<file path="src/rtl/riscv_wb_arbiter.sv">
// riscv_wb_arbiter: shares the register-file write port between the
// write-back pipeline stage and a 2-entry buffer of long-latency (MDU)
// results. The pipeline has priority unless the buffer is full or, when
// RISCV_WBARB_STARVE_EN is defined, the oldest MDU result has waited
// STARVE_LIMIT pipeline-priority cycles. Winning the port over a live
// pipeline request stalls the memory/write-back register for one cycle.
module riscv_wb_arbiter #(
    parameter int unsigned STARVE_LIMIT = 4
) (
    input  logic        i_riscv_mw_clk,
    input  logic        i_riscv_mw_rst,
    input  logic        i_riscv_wbarb_pipe_regw,
    input  logic [4:0]  i_riscv_wbarb_pipe_rdaddr,
    input  logic [63:0] i_riscv_wbarb_pipe_data,
    input  logic        i_riscv_wbarb_mdu_valid,
    input  logic [4:0]  i_riscv_wbarb_mdu_rdaddr,
    input  logic [63:0] i_riscv_wbarb_mdu_data,
    output logic        o_riscv_wbarb_mdu_ready,
    output logic        o_riscv_wbarb_mw_stall,
    output logic        o_riscv_wbarb_rf_we,
    output logic [4:0]  o_riscv_wbarb_rf_addr,
    output logic [63:0] o_riscv_wbarb_rf_data,
    output logic [1:0]  o_riscv_wbarb_fifo_count
);

    if ((STARVE_LIMIT < 1) || (STARVE_LIMIT > 15)) begin : g_bad_limit
        $error("riscv_wb_arbiter: STARVE_LIMIT must be within 1..15");
    end

    logic [4:0]  r_fifo_addr [2];
    logic [63:0] r_fifo_data [2];
    logic        r_wr_ptr;
    logic        r_rd_ptr;
    logic [1:0]  r_count;

    logic        r_rf_we;
    logic [4:0]  r_rf_addr;
    logic [63:0] r_rf_data;

    logic        w_pipe_req;
    logic        w_fifo_full;
    logic        w_fifo_empty;
    logic        w_push;
    logic        w_pop;
    logic        w_grant_mdu;
    logic        w_starve_force;

    assign w_pipe_req   = i_riscv_wbarb_pipe_regw && (i_riscv_wbarb_pipe_rdaddr != 5'd0);
    assign w_fifo_full  = (r_count == 2'd2);
    assign w_fifo_empty = (r_count == 2'd0);
    assign w_push       = i_riscv_wbarb_mdu_valid && !w_fifo_full;
    assign w_grant_mdu  = !w_fifo_empty && (!w_pipe_req || w_fifo_full || w_starve_force);
    assign w_pop        = w_grant_mdu;

`ifdef RISCV_WBARB_STARVE_EN
    logic [3:0] r_starve_cnt;

    // Count cycles the buffered head loses to the pipeline; saturates at 15.
    always_ff @(posedge i_riscv_mw_clk or posedge i_riscv_mw_rst) begin
        if (i_riscv_mw_rst) begin
            r_starve_cnt <= '0;
        end else if (w_grant_mdu || w_fifo_empty) begin
            r_starve_cnt <= '0;
        end else if (w_pipe_req && (r_starve_cnt != 4'd15)) begin
            r_starve_cnt <= r_starve_cnt + 4'd1;
        end
    end

    assign w_starve_force = (r_starve_cnt == 4'(STARVE_LIMIT));
`else
    assign w_starve_force = 1'b0;
`endif

    // Buffer storage: written at the tail on push, no reset needed.
    always_ff @(posedge i_riscv_mw_clk) begin
        if (w_push) begin
            r_fifo_addr[r_wr_ptr] <= i_riscv_wbarb_mdu_rdaddr;
            r_fifo_data[r_wr_ptr] <= i_riscv_wbarb_mdu_data;
        end
    end

    // Buffer pointers and occupancy; push+pop together keeps the count.
    always_ff @(posedge i_riscv_mw_clk or posedge i_riscv_mw_rst) begin
        if (i_riscv_mw_rst) begin
            r_wr_ptr <= 1'b0;
            r_rd_ptr <= 1'b0;
            r_count  <= '0;
        end else begin
            if (w_push) begin
                r_wr_ptr <= ~r_wr_ptr;
            end
            if (w_pop) begin
                r_rd_ptr <= ~r_rd_ptr;
            end
            case ({w_push, w_pop})
                2'b10:   r_count <= r_count + 2'd1;
                2'b01:   r_count <= r_count - 2'd1;
                default: r_count <= r_count;
            endcase
        end
    end

    // Registered register-file write port: MDU head, else pipeline, else idle zeros.
    always_ff @(posedge i_riscv_mw_clk or posedge i_riscv_mw_rst) begin
        if (i_riscv_mw_rst) begin
            r_rf_we   <= 1'b0;
            r_rf_addr <= '0;
            r_rf_data <= '0;
        end else if (w_grant_mdu) begin
            r_rf_we   <= 1'b1;
            r_rf_addr <= r_fifo_addr[r_rd_ptr];
            r_rf_data <= r_fifo_data[r_rd_ptr];
        end else if (w_pipe_req) begin
            r_rf_we   <= 1'b1;
            r_rf_addr <= i_riscv_wbarb_pipe_rdaddr;
            r_rf_data <= i_riscv_wbarb_pipe_data;
        end else begin
            r_rf_we   <= 1'b0;
            r_rf_addr <= '0;
            r_rf_data <= '0;
        end
    end

    assign o_riscv_wbarb_mdu_ready  = !w_fifo_full;
    assign o_riscv_wbarb_mw_stall   = w_pipe_req && w_grant_mdu;
    assign o_riscv_wbarb_rf_we      = r_rf_we;
    assign o_riscv_wbarb_rf_addr    = r_rf_addr;
    assign o_riscv_wbarb_rf_data    = r_rf_data;
    assign o_riscv_wbarb_fifo_count = r_count;

endmodule

</file>
<file path="config.mk">
export PLATFORM = sky130hd
export DESIGN_NAME = riscv_wb_arbiter
export DESIGN_NICKNAME = d
export VERILOG_FILES = /design/src/rtl/riscv_wb_arbiter.sv
export SDC_FILE = /design/constraint.sdc
export NUM_CORES = 1
export LEC_CHECK = 0
export BUFFER_PORTS_ARGS = -buffer_cell sky130_fd_sc_hd__buf_2
export CAP_MARGIN = 20
export CORE_UTILIZATION = 48
export CTS_CLUSTER_SIZE = 25
export DETAILED_ROUTE_END_ITERATION = 10
export PLACE_DENSITY = 0.76
export RECOVER_POWER = 50
export SYNTH_ARGS = -nofsm -noshare
export SYNTH_HDL_FRONTEND = slang
export SYNTH_SLANG_ARGS = --single-unit
</file>
<file path="constraint.sdc">
create_clock -name i_riscv_mw_clk -period 4.2 [get_ports i_riscv_mw_clk]
set_clock_uncertainty 0.05 [all_clocks]
set_input_delay 0.42 -clock i_riscv_mw_clk [delete_from_list [all_inputs] [get_ports i_riscv_mw_clk]]
set_output_delay 0.42 -clock i_riscv_mw_clk [all_outputs]
set_load 0.01 [all_outputs]
</file>
==> impl_metrics.tcl, run 1 <==
set metrics [dict create \
    period_needed_ns 2.95 \
    initial_core_util 0.492 \
    synth_top_area_frac 0.468 \
    gp_congestion 0.756 \
    die_h_microns 138 \
    synth.avg_cell_area_sq_um 14.4 \
    first_global_vias 5600 \
    htree_num_levels 1 \
    worst-setup-path-type "reg -> reg" \
    grt_antenna_before_repair 3 \
    maximum_number_of_pins_on_one_net_before_global_route_repair 75 \
    min_from "i_riscv_wbarb_mdu_data[7]" \
    detailedPlacementHpwl_microns 12100 \
    grt_first_pass_wirelength_microns 28600 \
    synth_nets 760 \
    worst-endpoint-required_ns 4.57 \
    finalNetCount 973 \
    syn_inst 617 \
    cts_sinks 212 \
    grt_usage 0.199 \
    place.detailed.instances 1034 \
    ys_seq_elements 212 \
    cts-buffers-inserted 22 \
    synthTopCellsByArea "sky130_fd_sc_hd__edfxtp_1 (47%), sky130_fd_sc_hd__dfrtp_1 (21%), sky130_fd_sc_hd__mux2i_1 (15%), sky130_fd_sc_hd__a221o_1 (7.2%), sky130_fd_sc_hd__nor2_1 (2.9%)" \
    core-area_sq_mm 0.0180 \
    outcome "finished with violations" \
    clkSlewWorstSetupHoldPaths_ns 0.06 \
    grt_setup_unrepaired "false" \
    total_via_count_after_detailed_routing 5687 \
    placedInstanceArea_sq_mm 0.0102 \
    drv.max_cap_violation_count 2 \
    die_w_microns 138 \
    crit-reg2reg-capture "o_riscv_wbarb_fifo_count[1]$_DFFE_PP0P_" \
    cts.root.buffer_cell "sky130_fd_sc_hd__clkbuf_16" \
    finalWorstSetupSlack_ns 1.25 \
    timing.final.max_slew_violations 111 \
    final.fill_count 1461 \
    dieArea_sq_mm 0.0190 \
    final_sum_of_negative_setup_slack_ns 0 \
    vdd.ir_drop.worst_mv 0.404 \
    startpoint_type "flip-flop" \
    tritoncts_clock_tree "done" \
    ys_warn_count 0 \
    postCtsSetupRepairBufs 0 \
    worst-slew-pin-transition_ns 1.74 \
    drt-total-wl_microns 19000 \
    top_level_ports 216 \
    hold_path.class "in -> reg" \
    reg2reg_from "o_riscv_wbarb_fifo_count[0]$_DFFE_PP0P_" \
    io_buffer_count 215 \
    worst_skew_pair.late_latency_ns 0.49 \
    number_of_design_rule_violations_left_by_the_first_detailed_router_iteration 288 \
    first_pass_iters 4 \
    placementRows 49 \
    post_synth_num_cell_types 26 \
    power.leakage_nw 4.68 \
    worstHoldPathCells 1 \
    max_freq_ghz 0.338 \
    synth_top_area_cell "sky130_fd_sc_hd__edfxtp_1" \
    setup.worst_path.end_class "flip-flop" \
    timing.critical_path.arrival_ns 3.32 \
    slew_headroom -0.158 \
    multiInputGateArea_sq_mm 0.00246 \
    area.sequential_sq_mm 0.00600 \
    routed_wirelength_normalized_by_instance_count_microns 17.6 \
    violated_checks "max-capacitance violations, max-slew violations" \
    layoutNonFillerInstCount 1076 \
    area.growth.synth_to_final_pct 21.1 \
    route.detailed.vias_per_inst 5.29 \
    syn-cell-area_sq_mm 0.00886 \
    finish.instance_area_sq_mm 0.0107 \
    ff2ff_path_depth 7 \
    power_density_of_the_placed_cells_mw_per_mm2 694 \
    dp_worst_setup_slack_ns 1.62 \
    setup_viol 0 \
    timing.final.crit_share 0.703 \
    share_of_layout_cells_above_drive_strength_1 0.197 \
    hold_path_end "r_fifo_data[1][7]$_DFFE_PP_" \
    synth_sequential_area_ratio 0.676 \
    globalRoute.totalOverflow 0 \
    clk_path_buf_depth 3 \
    crit_fanout 74 \
    remaining_drc_errors 0 \
    drt.antenna.violating_nets 0 \
    register_to_register_setup_slack_ns 1.25 \
    final-hold-violation-count 0 \
]
## flip-flops by register name (all words and copies together) (netlist names)
name	flops
r_rd_ptr	1
r_fifo_addr	10
r_fifo_data	128
o_riscv_wbarb_rf_data	64
o_riscv_wbarb_rf_we	1
o_riscv_wbarb_rf_addr	5
r_wr_ptr	1
o_riscv_wbarb_fifo_count	2
## stage by stage
step,hold WS (ns),utilization,power (mW)
6_report,0.0565,0.596,7.45
5_1_grt,0.0359,0.596,7.90
4_1_cts,0.0360,0.603,7.63
3_5_place_dp,0.479,0.563,5.77
3_3_place_gp,0.488,0.563,5.70
2_1_floorplan,0.429,-,4.89
## cells in the mapped netlist (all sizes together)
library cell	number
edfxtp	138
mux2i	132
dfrtp	74
inv	69
nor2	69
a221o	64
clkbuf	23
buf	14
o21ai	7
a21oi	6
nand3	4
xnor2	4
nand2	2
nor2b	2
nor3	2
a211oi	1
and3	1
ha	1
o21a	1
or2	1
or3	1
xor2	1
## layout by cell type (no fill, tap or decap), drive strengths merged, types with 2 or more instances in the layout
master	n
a21oi	6
a221o	64
buf	123
clkbuf	134
clkinv	8
dfrtp	74
edfxtp	138
inv	68
mux2i	132
nand2	2
nand3	4
nor2	69
nor2b	2
nor3	2
o21ai	7
xnor2	4
## worst max-delay path, stage by stage, from the launching register on
cell and delay [ns]:
sky130_fd_sc_hd__dfrtp_2 0.40, sky130_fd_sc_hd__clkbuf_2 0.89, sky130_fd_sc_hd__a21oi_1 0.74, sky130_fd_sc_hd__inv_1 0.11
sky130_fd_sc_hd__ha_1 0.22, sky130_fd_sc_hd__xnor2_1 0.12, sky130_fd_sc_hd__nor2_1 0.18, sky130_fd_sc_hd__xor2_1 0.16
## repair_timing
| action | in CTS | in global routing |
|---|---|---|
| gates resized for setup | 0 | 0 |
| hold buffers | 1 | 0 |
| hold endpoints to repair | 34 | 0 |
## routing by layer
layer	up-vias	GRT usage	routed length, microns
met5	-	0	23
met2	189	0.346	9320
met3	45	0.0479	1380
met4	4	0.0628	495
li1	2692	-	-
met1	2757	0.242	7770
## worst max path at each step
stage	startpoint	end	slack, ns	cells after the start
4_1_cts	o_riscv_wbarb_fifo_count[1]$_DFFE_PP0P_	o_riscv_wbarb_mw_stall	1.25	5
3_5_place_dp	o_riscv_wbarb_fifo_count[1]$_DFFE_PP0P_	r_fifo_data[1][24]$_DFFE_PP_	1.62	3
6_report	o_riscv_wbarb_fifo_count[0]$_DFFE_PP0P_	o_riscv_wbarb_fifo_count[1]$_DFFE_PP0P_	1.25	7
3_3_place_gp	o_riscv_wbarb_fifo_count[1]$_DFFE_PP0P_	r_fifo_data[1][24]$_DFFE_PP_	1.66	3
2_1_floorplan	o_riscv_wbarb_fifo_count[1]$_DFFE_PP0P_	r_fifo_addr[0][0]$_DFFE_PP_	0.66	5
5_1_grt	i_riscv_mw_rst	r_rd_ptr$_DFFE_PP0P_	0.89	4
## area by class of cell
class / count / share of cell area
sequential: 212 / 0.559
multi-input combinational: 299 / 0.229
timing repair buffer: 226 / 0.0960
clock buffer: 32 / 0.0605
tap: 229 / 0.0267
inverter: 69 / 0.0242
clock inverter: 8 / 0.00454
antenna: 1 / 0.000233
## cell families (layout without fill, tap and decap cells)
| family | after synthesis | in the layout | share of synthesized area |
|---|---|---|---|
| xor gates and xnor gates | 5 | 5 | 0.00494 |
| and+or+nand+nor | 82 | 82 | 0.0370 |
| DFF | 212 | 212 | 0.676 |
| other | 0 | 1 | 0 |
| muxes | 132 | 132 | 0.149 |
| buffers and inverters | 106 | 335 | 0.0486 |
| adders and majority gates | 1 | 1 | 0.00141 |
| AOI/OAI and AO/OA | 79 | 79 | 0.0826 |
## where the power goes
group | internal (mW) | switching (mW) | total, mW
combinational | 0.952 | 1.41 | 2.36
sequential | 2.96 | 0.297 | 3.26
clock | 1.07 | 0.756 | 1.83
Power figures use the tool's default switching activity.
==> inputs of run 2 (changes only) <==
- ABC_AREA: not set -> 1
- CORE_UTILIZATION: 48 -> 47
- clock period: 4.2 -> 2.7 ns (I/O delays scaled with it)
==> impl_metrics.tcl, run 2 <==
set metrics [dict create \
    io_buffer_count 215 \
    vdd.ir_drop.worst_mv 0.802 \
    outcome "finished, final reports clean" \
    clk_path_buf_depth 3 \
    synth_top_area_frac 0.520 \
    area.growth.synth_to_final_pct 41.4 \
    setup.worst_path.end_class "flip-flop" \
    slew_headroom 0.346 \
    die_w_microns 132 \
    finalNetCount 1192 \
    initial_core_util 0.480 \
    clkSlewWorstSetupHoldPaths_ns 0.06 \
    maximum_number_of_pins_on_one_net_before_global_route_repair 71 \
    max_freq_ghz 0.503 \
    top_reg_by_flops "r_fifo_data" \
    die_h_microns 132 \
    syn_inst 693 \
    worst_skew_pair.late_latency_ns 0.49 \
    cp-startpoint "o_riscv_wbarb_fifo_count[0]$_DFFE_PP0P_" \
    timing.final.crit_share 0.736 \
    synth.avg_cell_area_sq_um 11.5 \
    worst-endpoint-required_ns 3.02 \
    reg2reg_from "o_riscv_wbarb_fifo_count[0]$_DFFE_PP0P_" \
    placementRows 47 \
    tritoncts_clock_tree "done" \
    synth_enable_flop_cells 138 \
    route.detailed.vias_per_inst 4.80 \
    grt_antenna_before_repair 1 \
    remaining_drc_errors 0 \
    first_global_vias 6425 \
    synth_ff_type "sky130_fd_sc_hd__edfxtp_1" \
    syn-cell-area_sq_mm 0.00796 \
    place.detailed.instances 1105 \
    detailedPlacementHpwl_microns 11200 \
    synth_nets 836 \
    grt_first_pass_wirelength_microns 32100 \
    min_from "i_riscv_wbarb_pipe_regw" \
    hold-worst-slack_ns 0.0431 \
    max_reg_flops 128 \
    htree_num_levels 1 \
    power.leakage_nw 5.11 \
    fin_total_pwr_mw 11.2 \
    dieArea_sq_mm 0.0175 \
    drt-total-wl_microns 20500 \
    globalRoute.totalOverflow 0 \
    grt_usage 0.237 \
    cts_sinks 212 \
    timing.final.max_slew_violations 0 \
    number_of_design_rule_violations_left_by_the_first_detailed_router_iteration 381 \
    cts.repair.resized 0 \
    share_of_async_settable_or_async_resettable_flops_after_synthesis 0.349 \
    setup_viol 0 \
    total_via_count_after_detailed_routing 6172 \
    first_pass_iters 5 \
    layoutNonFillerInstCount 1286 \
    synth_top_area_cell "sky130_fd_sc_hd__edfxtp_1" \
    worst-setup-path-type "reg -> reg" \
    yosys-top-cells-count "sky130_fd_sc_hd__nand2_1 (351), sky130_fd_sc_hd__edfxtp_1 (138), sky130_fd_sc_hd__dfrtp_1 (74), sky130_fd_sc_hd__nand3_1 (71), sky130_fd_sc_hd__clkbuf_1 (22)" \
    power_density_of_the_placed_cells_mw_per_mm2 993 \
    ys_warn_count 0 \
    core-area_sq_mm 0.0166 \
    period_needed_ns 1.99 \
    synth_most_common_cell "sky130_fd_sc_hd__nand2_1" \
    worst-slew-pin-transition_ns 0.976 \
    grt_setup_unrepaired "false" \
    cts.root.buffer_cell "sky130_fd_sc_hd__clkbuf_16" \
    share_of_layout_cells_above_drive_strength_1 0.178 \
    crit_fanout 20 \
    drt.antenna.violating_nets 0 \
    top_level_ports 216 \
    startpoint_type "flip-flop" \
    layout_commonest_cell "sky130_fd_sc_hd__nand2_1" \
    post_synth_num_cell_types 19 \
    hold_path.class "in -> reg" \
    drv.max_cap_violation_count 0 \
    synth_sequential_area_ratio 0.753 \
    cts-buffers-inserted 22 \
    gp_congestion 0.780 \
    timing.critical_path.arrival_ns 2.30 \
    synthTopCellsByArea "sky130_fd_sc_hd__edfxtp_1 (52%), sky130_fd_sc_hd__dfrtp_1 (23%), sky130_fd_sc_hd__nand2_1 (17%), sky130_fd_sc_hd__nand3_1 (4.5%), sky130_fd_sc_hd__clkbuf_1 (1.0%)" \
    final-hold-violation-count 0 \
    ys_seq_elements 212 \
    layout.cells.most_common_list "sky130_fd_sc_hd__nand2_1 (350), sky130_fd_sc_hd__dlygate4sd3_1 (140), sky130_fd_sc_hd__edfxtp_1 (138), sky130_fd_sc_hd__buf_2 (133), sky130_fd_sc_hd__clkbuf_1 (84)" \
    routed_wirelength_normalized_by_instance_count_microns 15.9 \
]
[run 2: timing repair]
item	in CTS	in global routing
hold endpoints to repair	227	0
hold buffers	140	0
setup buffers	0	0
[run 2: path summary, 6_finish.rpt]
check | slack, ns | depth (start not counted) | to
worst min-delay path | 0.04 | 3 | o_riscv_wbarb_rf_we$_DFF_PP0_
max in group asynchronous | 0.87 | 4 | o_riscv_wbarb_rf_data[35]$_DFF_PP0_
worst max-delay path | 0.71 | 9 | o_riscv_wbarb_fifo_count[1]$_DFFE_PP0P_
worst max register to register | 0.71 | 9 | o_riscv_wbarb_fifo_count[1]$_DFFE_PP0P_
min in group asynchronous | 0.43 | 3 | o_riscv_wbarb_rf_data[61]$_DFF_PP0_
worst min register to register | 0.51 | 4 | o_riscv_wbarb_rf_data[50]$_DFF_PP0_
[run 2: per-layer routing]
layer  global-route usage  wire length [microns]  up-vias
met2                0.425                  10700      226
li1                     -                      -     2990
met1                0.271                   7600     2893
met3               0.0469                   1170       63
met5                    0                      0        -
met4                0.119                    974        0
[run 2: power by group]
| part | internal (mW) | total, mW | switching [mW] | leakage, nW |
|---|---|---|---|---|
| sequential | 4.55 | 4.83 | 0.282 | 2.19 |
| clock | 1.64 | 2.81 | 1.17 | 0.337 |
| combinational | 1.15 | 3.55 | 2.40 | 2.58 |
| total | 7.34 | 11.2 | 3.85 | 5.11 |
[run 2: critical path, stage by stage (launching register included)]
cell and delay (ns):
sky130_fd_sc_hd__dfrtp_1 0.44, sky130_fd_sc_hd__inv_2 0.07, sky130_fd_sc_hd__nand2_2 0.13, sky130_fd_sc_hd__nand3_4 0.24, sky130_fd_sc_hd__nand2_1 0.19, sky130_fd_sc_hd__inv_1 0.06, sky130_fd_sc_hd__ha_1 0.30, sky130_fd_sc_hd__a21oi_1 0.11
sky130_fd_sc_hd__o21ai_0 0.11, sky130_fd_sc_hd__xor2_1 0.16
[run 2: cells by family (layout without fill, tap and decap cells)]
| family | Yosys count | count (layout) | synth area share |
|---|---|---|---|
| AOI/OAI and AO/OA | 4 | 4 | 0.00283 |
| xor gates and xnor gates | 2 | 2 | 0.00220 |
| adders and majority gates | 1 | 1 | 0.00157 |
| buffers and inverters | 44 | 416 | 0.0247 |
| DFF | 212 | 212 | 0.753 |
| other | 0 | 1 | 0 |
| and+or+nand+nor | 430 | 430 | 0.216 |
[run 2: cell type report]
class                           instances  area (sq um)
Tap cell                              220           275
Sequential cell                       212          6000
Antenna cell                            1          2.50
Fill cell                            1246          5330
Multi-Input combinational cell        437          1790
Clock buffer                           31           636
Inverter                                8          31.3
Clock inverter                          9          43.8
Timing Repair Buffer                  368          2480
[run 2: through the flow]
step | utilization | setup TNS [ns] | area, sq um | setup slack [ns]
floorplan | - | -51.19 | 7970 | -0.379
global placement | 0.560 | 0 | 9280 | 0.825
detailed placement | 0.560 | 0 | 9280 | 0.724
CTS | 0.685 | 0 | 11400 | 0.708
global route | 0.679 | 0 | 11300 | 0.537
finish | 0.679 | 0 | 11300 | 0.713
